<file path="src/rtl/morra_match_controller.sv">
// Morra match controller: collects one move per player, fires each round into the MorraCinese core and tracks match status.
// Define MORRA_STATS_EN to build the p1_wins/p2_wins/draws statistics counters (tied to 0 otherwise).
module morra_match_controller #(
  parameter int TIMEOUT_CYCLES = 64,
  parameter int RCNT_W         = 6
) (
  input  logic              clk,
  input  logic              rst_n,
  input  logic              new_match,
  input  logic              p1_valid,
  input  logic [1:0]        p1_move,
  output logic              p1_ready,
  input  logic              p2_valid,
  input  logic [1:0]        p2_move,
  output logic              p2_ready,
  output logic [1:0]        core_p1,
  output logic [1:0]        core_p2,
  output logic              core_start,
  input  logic [1:0]        core_round,
  input  logic [1:0]        core_game,
  output logic              round_done,
  output logic [1:0]        last_round,
  output logic              match_over,
  output logic [1:0]        winner,
  output logic [RCNT_W-1:0] rounds_played,
  output logic              timeout,
  output logic              bad_move,
  output logic [RCNT_W-1:0] p1_wins,
  output logic [RCNT_W-1:0] p2_wins,
  output logic [RCNT_W-1:0] draws
);

  localparam int                TW    = $clog2(TIMEOUT_CYCLES + 1);
  localparam logic [TW-1:0]     TLAST = TW'(TIMEOUT_CYCLES - 1);
  localparam logic [RCNT_W-1:0] RMAX  = '1;

  typedef enum logic [2:0] {
    S_IDLE, S_START, S_COLLECT, S_FIRE, S_RESULT, S_DONE
  } state_t;

  state_t        state;
  logic [1:0]    cap1, cap2;
  logic [TW-1:0] timer;
  logic          timer_run;

  logic in_collect, offer1, offer2, take1, take2, bad1, bad2;
  logic have1, have2, both, expire;

  // A move of 00 is never captured, so a non-zero capture register means "captured".
  assign in_collect = (state == S_COLLECT);
  assign offer1     = in_collect && p1_valid && p1_ready;
  assign offer2     = in_collect && p2_valid && p2_ready;
  assign take1      = offer1 && (p1_move != 2'b00);
  assign take2      = offer2 && (p2_move != 2'b00);
  assign bad1       = offer1 && (p1_move == 2'b00);
  assign bad2       = offer2 && (p2_move == 2'b00);
  assign have1      = (cap1 != 2'b00) || take1;
  assign have2      = (cap2 != 2'b00) || take2;
  assign both       = have1 && have2;
  assign expire     = timer_run && (timer == TLAST) && !both;

  always_ff @(posedge clk or negedge rst_n) begin
    if (!rst_n) begin
      state         <= S_IDLE;
      cap1          <= 2'b00;
      cap2          <= 2'b00;
      timer         <= '0;
      timer_run     <= 1'b0;
      p1_ready      <= 1'b0;
      p2_ready      <= 1'b0;
      core_p1       <= 2'b00;
      core_p2       <= 2'b00;
      core_start    <= 1'b0;
      round_done    <= 1'b0;
      last_round    <= 2'b00;
      match_over    <= 1'b0;
      winner        <= 2'b00;
      rounds_played <= '0;
      timeout       <= 1'b0;
      bad_move      <= 1'b0;
    end else begin
      core_start <= 1'b0;
      round_done <= 1'b0;
      timeout    <= 1'b0;
      bad_move   <= 1'b0;
      if (new_match) begin
        state         <= S_START;
        core_start    <= 1'b1;
        cap1          <= 2'b00;
        cap2          <= 2'b00;
        timer         <= '0;
        timer_run     <= 1'b0;
        p1_ready      <= 1'b0;
        p2_ready      <= 1'b0;
        core_p1       <= 2'b00;
        core_p2       <= 2'b00;
        last_round    <= 2'b00;
        match_over    <= 1'b0;
        winner        <= 2'b00;
        rounds_played <= '0;
      end else begin
        case (state)
          S_START: begin
            state    <= S_COLLECT;
            p1_ready <= 1'b1;
            p2_ready <= 1'b1;
          end
          S_COLLECT: begin
            bad_move <= bad1 | bad2;
            if (take1) cap1 <= p1_move;
            if (take2) cap2 <= p2_move;
            // A capture completing the pair in the expiry cycle takes priority over the timeout.
            if (both) begin
              state     <= S_FIRE;
              core_p1   <= take1 ? p1_move : cap1;
              core_p2   <= take2 ? p2_move : cap2;
              p1_ready  <= 1'b0;
              p2_ready  <= 1'b0;
              timer_run <= 1'b0;
              timer     <= '0;
              if (rounds_played != RMAX) rounds_played <= rounds_played + 1'b1;
            end else if (expire) begin
              cap1      <= 2'b00;
              cap2      <= 2'b00;
              timeout   <= 1'b1;
              timer_run <= 1'b0;
              timer     <= '0;
              p1_ready  <= 1'b1;
              p2_ready  <= 1'b1;
            end else begin
              p1_ready <= !have1;
              p2_ready <= !have2;
              if (timer_run) begin
                timer <= timer + 1'b1;
              end else if (take1 || take2) begin
                timer_run <= 1'b1;
                timer     <= TW'(1);
              end
            end
          end
          S_FIRE: begin
            state      <= S_RESULT;
            core_p1    <= 2'b00;
            core_p2    <= 2'b00;
            cap1       <= 2'b00;
            cap2       <= 2'b00;
            round_done <= 1'b1;
          end
          S_RESULT: begin
            last_round <= core_round;
            if (core_game != 2'b00) begin
              state      <= S_DONE;
              match_over <= 1'b1;
              winner     <= core_game;
            end else begin
              state    <= S_COLLECT;
              p1_ready <= 1'b1;
              p2_ready <= 1'b1;
            end
          end
          S_IDLE, S_DONE: begin
            p1_ready <= 1'b0;
            p2_ready <= 1'b0;
          end
          default: state <= S_IDLE;
        endcase
      end
    end
  end

`ifdef MORRA_STATS_EN
  // Per-outcome counters follow the same clear and sample points as last_round.
  always_ff @(posedge clk or negedge rst_n) begin
    if (!rst_n) begin
      p1_wins <= '0;
      p2_wins <= '0;
      draws   <= '0;
    end else if (new_match) begin
      p1_wins <= '0;
      p2_wins <= '0;
      draws   <= '0;
    end else if (state == S_RESULT) begin
      case (core_round)
        2'b01:   if (p1_wins != RMAX) p1_wins <= p1_wins + 1'b1;
        2'b10:   if (p2_wins != RMAX) p2_wins <= p2_wins + 1'b1;
        2'b11:   if (draws != RMAX)   draws   <= draws + 1'b1;
        default: ;
      endcase
    end
  end
`else
  assign p1_wins = '0;
  assign p2_wins = '0;
  assign draws   = '0;
`endif

endmodule

</file>
<file path="config.mk">
export PLATFORM = sky130hd
export DESIGN_NAME = morra_match_controller
export DESIGN_NICKNAME = d
export VERILOG_FILES = /design/src/rtl/morra_match_controller.sv
export SDC_FILE = /design/constraint.sdc
export NUM_CORES = 1
export LEC_CHECK = 0
export ABC_CLOCK_PERIOD_IN_PS = 2500
export CORE_MARGIN = 5
export CORE_UTILIZATION = 45
export DETAILED_ROUTE_END_ITERATION = 8
export MAX_ROUTING_LAYER = met4
export PLACE_DENSITY = 0.75
export REMOVE_ABC_BUFFERS = 1
export SLEW_MARGIN = 40
export SYNTH_ARGS = -nofsm -noshare
export SYNTH_HDL_FRONTEND = slang
export SYNTH_SLANG_ARGS = --single-unit
</file>
<file path="constraint.sdc">
create_clock -name clk -period 2.5 [get_ports clk]
set_input_delay 0.5 -clock clk [delete_from_list [all_inputs] [get_ports clk]]
set_output_delay 0.5 -clock clk [all_outputs]
set_load 0.02 [all_outputs]
</file>
==> results of run 1 <==
-- power by group --
part	total (mW)	leakage [nW]	internal (mW)	switching, mW
clock	0.509	0.0541	0.295	0.214
sequential	0.615	0.494	0.597	0.0180
combinational	0.189	0.492	0.0714	0.117
-- state kept, by name, indices dropped and copies added (netlist names), 2 cells and up --
register / cells
cap1: 2
cap2: 2
core_p1: 2
core_p2: 2
last_round: 2
rounds_played: 6
state: 3
timer: 7
winner: 2
-- metrics by stage --
| stage | worst slack (ps) | std cells |
|---|---|---|
| final | 298 | 293 |
| after global routing | 176 | 293 |
| after CTS | 312 | 293 |
| after detailed placement | 80.1 | 285 |
| after global placement | 121 | 285 |
| after floorplan | 351 | 191 |
-- critical path, delay by kind of cell (launching register included) --
kind	cells	cell delay (ps)
AOI/OAI and AO/OA	2	380
DFF	1	450
and+or+nand+nor	3	1300
-- per-layer routing --
metal / track usage, % / vias to the layer above / wire, um
met5: - / - / 0
met4: 5.42 / 0 / 49
met3: 3.78 / 5 / 252
met2: 24.3 / 56 / 2000
met1: 19.7 / 780 / 1900
li1: - / 788 / -
-- worst max path at each step --
| stage | startpoint | endpoint | slack (ps) |
|---|---|---|---|
| after global placement | p2_move[1] | core_p2[1] | 120 |
| after CTS | state[2] | rounds_played[3] | 310 |
| after global routing | state[2] | rounds_played[3] | 180 |
| after detailed placement | p2_valid | timer[5] | 80 |
| final | state[2] | rounds_played[3] | 300 |
| after floorplan | state[0] | rounds_played[3] | 350 |
-- Yosys cell counts (3+ instances only) --
| cell | number | area share, % |
|---|---|---|
| a21oi_1 | 16 | 4.1 |
| a22o_1 | 6 | 2.7 |
| and3_1 | 5 | 1.6 |
| buf_1 | 3 | 0.57 |
| buf_4 | 18 | 6.9 |
| clkbuf_1 | 3 | 0.57 |
| dfrtp_1 | 36 | 46 |
| inv_1 | 3 | 0.57 |
| mux2_2 | 3 | 1.7 |
| mux2i_1 | 3 | 1.5 |
| nand2_1 | 15 | 2.9 |
| nand3_1 | 6 | 1.5 |
| nand4_1 | 4 | 1.3 |
| nor2_1 | 12 | 2.3 |
| nor3_1 | 7 | 1.8 |
| o211ai_1 | 4 | 1.5 |
| o21ai_0 | 8 | 2.0 |
| o31ai_1 | 5 | 1.9 |
| or4_1 | 4 | 1.5 |
-- logic make-up after synthesis --
logic type      after synthesis  share of synthesized area [%]
mux                           7                           3.81
simple gates                 66                           18.3
compound gates               57                           20.1
fa+ha+maj                     2                           1.27
xor+xnor                      2                          0.889
other cells                   1                          0.190
flops                        36                           45.7
buf+inv                      29                           9.71
-- cell type report --
type | instances | area (um^2) | share of cell area (%)
Timing Repair Buffer | 42 | 398 | 16.4
Multi-Input combinational cell | 152 | 942 | 38.8
Tap cell | 52 | 65.1 | 2.68
Clock inverter | 3 | 42.5 | 1.75
Sequential cell | 36 | 901 | 37.1
Inverter | 3 | 11.3 | 0.464
Clock buffer | 5 | 68.8 | 2.83
-- cells in the final DEF, fill, tap and decap left out, types with 3 or more instances in the layout --
master	count
nand2_1	15
conb_1	18
a21oi_1	16
o211ai_1	4
o31ai_1	5
mux2i_1	3
inv_1	3
nor3_1	7
mux2_2	3
and3_1	5
o21ai_0	8
dfrtp_1	36
nand3_1	6
clkdlybuf4s50_1	33
or4_1	4
a22o_1	6
nor2_1	12
clkbuf_8	5
buf_4	9
nand4_1	4
==> impl_results.md, run 1 <==
* Status: complete, no violations
* Hold_buf cts at 0
* Crit path capture type: register
* Crit path cell chain: or3b_1 > o21ai_2 > nand3_2 > or4_1 > a21oi_1
* GP Congestion at 0.842
* Drt drc at 0
* Clock Skew at approximately 6.4 ps
* Layout cells sized above 1 at between 10% and 20%
* Clock sink total at 36
* Hold Fails Final Rpt at 0
* EDFF count, synth at 0
* Vias per inst at 5.56
* Largest net degree at the start of global routing at 37
* Placed inst area at 0.00232 mm^2
* Buffers added on ports at 33
* Clk Latency, worst-skew pair at slightly below 300 ps
* Grt ovf at 0
* Ys flop type: dfrtp_1
* Number of max-cap violations at 0
* Root buffer cell: clkbuf_8
* DP HPWL at just over 3000 um
* Fin crit period at ~2200 ps
* Full die area at 0.00580 mm^2
* R2R cell count at 5
* Final period utilization at about nine tenths
* Total power per unit cell area at between 500 and 600 mW/mm^2
* Syn Inst Count at 200
* Worst hold endpoint: core_p2[1]
* Max IR drop VDD at slightly above 0.3 mV
* Gates resized, CTS repair at 0
* Initial core utilization at 45.9%
* Die height at 76.2 um
* Total GRT Usage at roughly 16%
* Die X at about 76 um
* Post-detailed-route wirelength per cell at roughly 14 um
* Row count at 24
* Final #Nets at 255
* Post-route cell area at ~0.0024 mm^2
* Achievable Freq at 454 MHz
* Worst Hold Class: register to register
* Critical path class: register to register
* I/O Pins at between 50 and 60
* DRT Pass-1 Iters at 4
* Initial antenna violation count at 0
* Final WL at between 4000 and 5000 um
* Core ar. at 0.00429 mm^2
* Synth unique cells at 46
* Reg2reg start: state[2]
* Asr flop ratio synth at 100%
* Slowest CP cell: or4_1
* Leak at 1.04 nW
* H-Tree Depth at 2
* Fillcell total at about 380
* Antenna Violating Nets Remaining at 0
* Diodes inserted at 0
* Hold depth at 1
* Max stage delay on crit path at between 500 and 600 ps
* First-pass GRT wire length at ~7400 um
* FF-to-FF setup slack at between 200 and 300 ps
* Worst Hold Launch: core_p2[1]
* CP max FO at 12
* Synth Register Bits at 36
* Area growth from synthesis to layout at 23.2%
* Post CTS Setup Buffer Count at 0
* Hold slack at between 400 and 500 ps
* Required @ worst endpoint at approximately 2700 ps
* Clk pin slew, worst setup/hold paths at 80 ps
* CTS tree: done
* Clock Tree Buf Depth at 2
* Synthesized area at about 0.002 mm^2
* Final number of setup-violating endpoints at 0
* Vias in the first global route at roughly 1600
* Setup TNS at 0 ps
* Pins Over Slew Limit at 0
* Final Util at a little under three fifths
* R2r endpoint: rounds_played[3]
* Register area share after synthesis at ~46%
* DR iter-0 viols at about 130
* Average size of a mapped cell at ~10 um^2
* Crit start category: register
* Power after layout at around 1.3 mW
* Ys Warns at 0
* CTS buffer count at 5
* CP arrival at approximately 2400 ps
* RSZ-0062 raised after global routing: no
* Vias post-DR at approximately 1600
Note: power is estimated with default switching activity, not from simulation.
==> run 2: changes to the inputs <==
Settings changed: CORE_MARGIN 5 to not set, SKIP_CTS_REPAIR_TIMING set to 1.
==> run 2 against run 1 <==
  * Die area is 20% lower
  * First-iteration DRC count is 53% lower
  * Clock-buffer cell count is 3 higher
  * Sequential share of layout area is 0.41 points higher
  * Critical endpoint unchanged
==> impl_results.md, run 2 (synthesis results as in run 1) <==
* Worst Hold Class: input pin to async pin
* Switching power at 341 uW (-2.2%)
* H-Tree Depth at 2 (unchanged)
* Crit. path cell count at 5 (unchanged)
* Total power per unit cell area at 514 mW/mm^2 (-4.9%)
* Row count at 23 (-4.2%)
* Vias in the first global route at 1480 (-6.7%)
* Leak at 1.03 nW (-0.82%)
* Reg2reg start: state[2]
* Sequential Power Share at 49.8% (+2.9 points)
* Dpl ws at 70.4 ps (-9.72 ps)
* Hold Fails Final Rpt at 0 (unchanged)
* Fin worst setup slack at 282 ps (-16.3 ps)
* Clock Tree Buf Depth at 2 (unchanged)
* Clock sink total at 36 (unchanged)
* Layout cells sized above 1 at 10.8% (-0.41 points)
* Slowest CP cell: or4_1
* Placed inst area at 0.00231 mm^2 (-0.32%)
* Setup TNS at 0 ps (unchanged)
* Grt ovf at 0 (unchanged)
* Most common cell after layout, fill and taps aside: dfrtp_1
* Antenna Violating Nets Remaining at 0 (unchanged)
* Die X at 68.2 um (-11%)
* Number of max-cap violations at 0 (unchanged)
* DRT Pass-1 Iters at 4 (unchanged)
* Largest regs: timer: 7 flops, rounds_played: 6 flops, state: 3 flops
* Critical path class: register to register
* Clk Latency, worst-skew pair at 290 ps (about the same)
* CP bufs+invs at 0 (unchanged)
* Post-route cell area at 0.00240 mm^2 (-1.1%)
* Initial core utilization at 47.9% (+2.0 points)
* CTS tree: done
* Final number of setup-violating endpoints at 0 (unchanged)
* Die height at 68.2 um (-11%)
* Largest net degree at the start of global routing at 37 (unchanged)
* Final WL at 4180 um (-0.45%)
* Max IR drop VDD at 0.328 mV (+6.7%)
* Internal power at 894 uW (-7.3%)
* I/O Pins at 52 (unchanged)
* Crit start category: register
* Final period utilization at 88.7% (+0.65 points)
* Status: complete, no violations
* Max stage delay on crit path at 530 ps (-30 ps)
* GP Congestion at 0.771 (-8.4%)
* R2R cell count at 5 (unchanged)
* Vias per inst at 5.62 (+1.0%)
* Diodes inserted at 0 (unchanged)
* Clock network power share at 34.9% (-3.9 points)
* Clk pin slew, worst setup/hold paths at 70 ps (about the same)
* DR iter-0 viols at 62 (-53%)
* Core ar. at 0.00412 mm^2 (-4.2%)
* CTS buffer count at 5 (unchanged)
* First-pass GRT wire length at 6780 um (-7.9%)
* Vias post-DR at 1634 (+0.31%)
* Root buffer cell: clkbuf_8
* Max reg flops at 7 (unchanged)
* Pins Over Slew Limit at 0 (unchanged)
* Fin crit period at 2220 ps (+16.3 ps)
* Switch share at 27.6% (+1.1 points)
* Clock Skew at 6.21 ps (-0.204 ps)
* Crit path capture type: register
* Final #Nets at 255 (unchanged)
* DP HPWL at 3070 um (-0.45%)
* Required @ worst endpoint at 2720 ps (about the same)
* Most frequent cells in the layout: 36 x dfrtp_1, 32 x clkdlybuf4s50_1, 18 x conb_1
* RSZ-0062 raised after global routing: no
* Full die area at 0.00465 mm^2 (-20%)
* Crit path cell chain: or3b_1 > o21ai_2 > nand3_2 > or4_1 > a21oi_1
* CP max FO at 8 (-4)
* Buffers added on ports at 33 (unchanged)
* Achievable Freq at 451 MHz (-0.73%)
* Area growth from synthesis to layout at 21.9%
* Worst setup path start: state[2]
* Power after layout at 1.23 mW (-5.9%)
* Initial antenna violation count at 0 (unchanged)
* CP arrival at 2430 ps (about the same)
* Largest Register: timer
* Post-detailed-route wirelength per cell at 14.4 um (+0.23%)
* Drt drc at 0 (unchanged)
* Total GRT Usage at 20.5% (+5.0 points)
* Top Family by Delay on Critical Path: simple AND/OR/NAND/NOR gates
* Combinational fraction of design power at 15.3% (+0.9 points)
==> run 2: cell type report <==
class	count	area (um^2)
Timing Repair Buffer	42	395
Sequential cell	36	901
Tap cell	50	62.6
Clock buffer	8	90.1
Fill cell	384	1710
Inverter	3	11.3
Multi-Input combinational cell	152	942
==> run 2: metrics by stage <==
step / hold WS [ps] / std cells / util, %
after floorplan: 204 / 191 / -
after global placement: 471 / 283 / 56.1
after detailed placement: 495 / 283 / 56.1
after CTS: 316 / 291 / 58.3
after global routing: 183 / 291 / 58.4
final: 150 / 291 / 58.4
==> run 2: final timing paths <==
check / endpoint / slack, ps
hold reg to reg: core_p1[0] / 510
setup reg to reg: rounds_played[3] / 280
min in group clk: core_p1[0] / 510
hold / removal: timer[1] / 150
setup / recovery: rounds_played[3] / 280
max in group asynchronous: state[2] / 2020
==> run 2: power by group through the flow <==
stage                     combinational [mW]  sequential, mW  clock (mW)
after global placement                 0.186           0.626           0
after global routing                   0.207           0.618       0.465
final                                  0.189           0.616       0.431
after detailed placement               0.188           0.626           0
after floorplan                       0.0864           0.636           0
after CTS                              0.188           0.615       0.434
==> run 2: per-layer routing <==
metal,part of all wire [%],vias up,track usage (%)
met3,4.2,7,4.00
met5,0,-,-
met4,1.6,0,8.59
met1,48,790,26.3
li1,-,790,-
met2,46,47,31.5
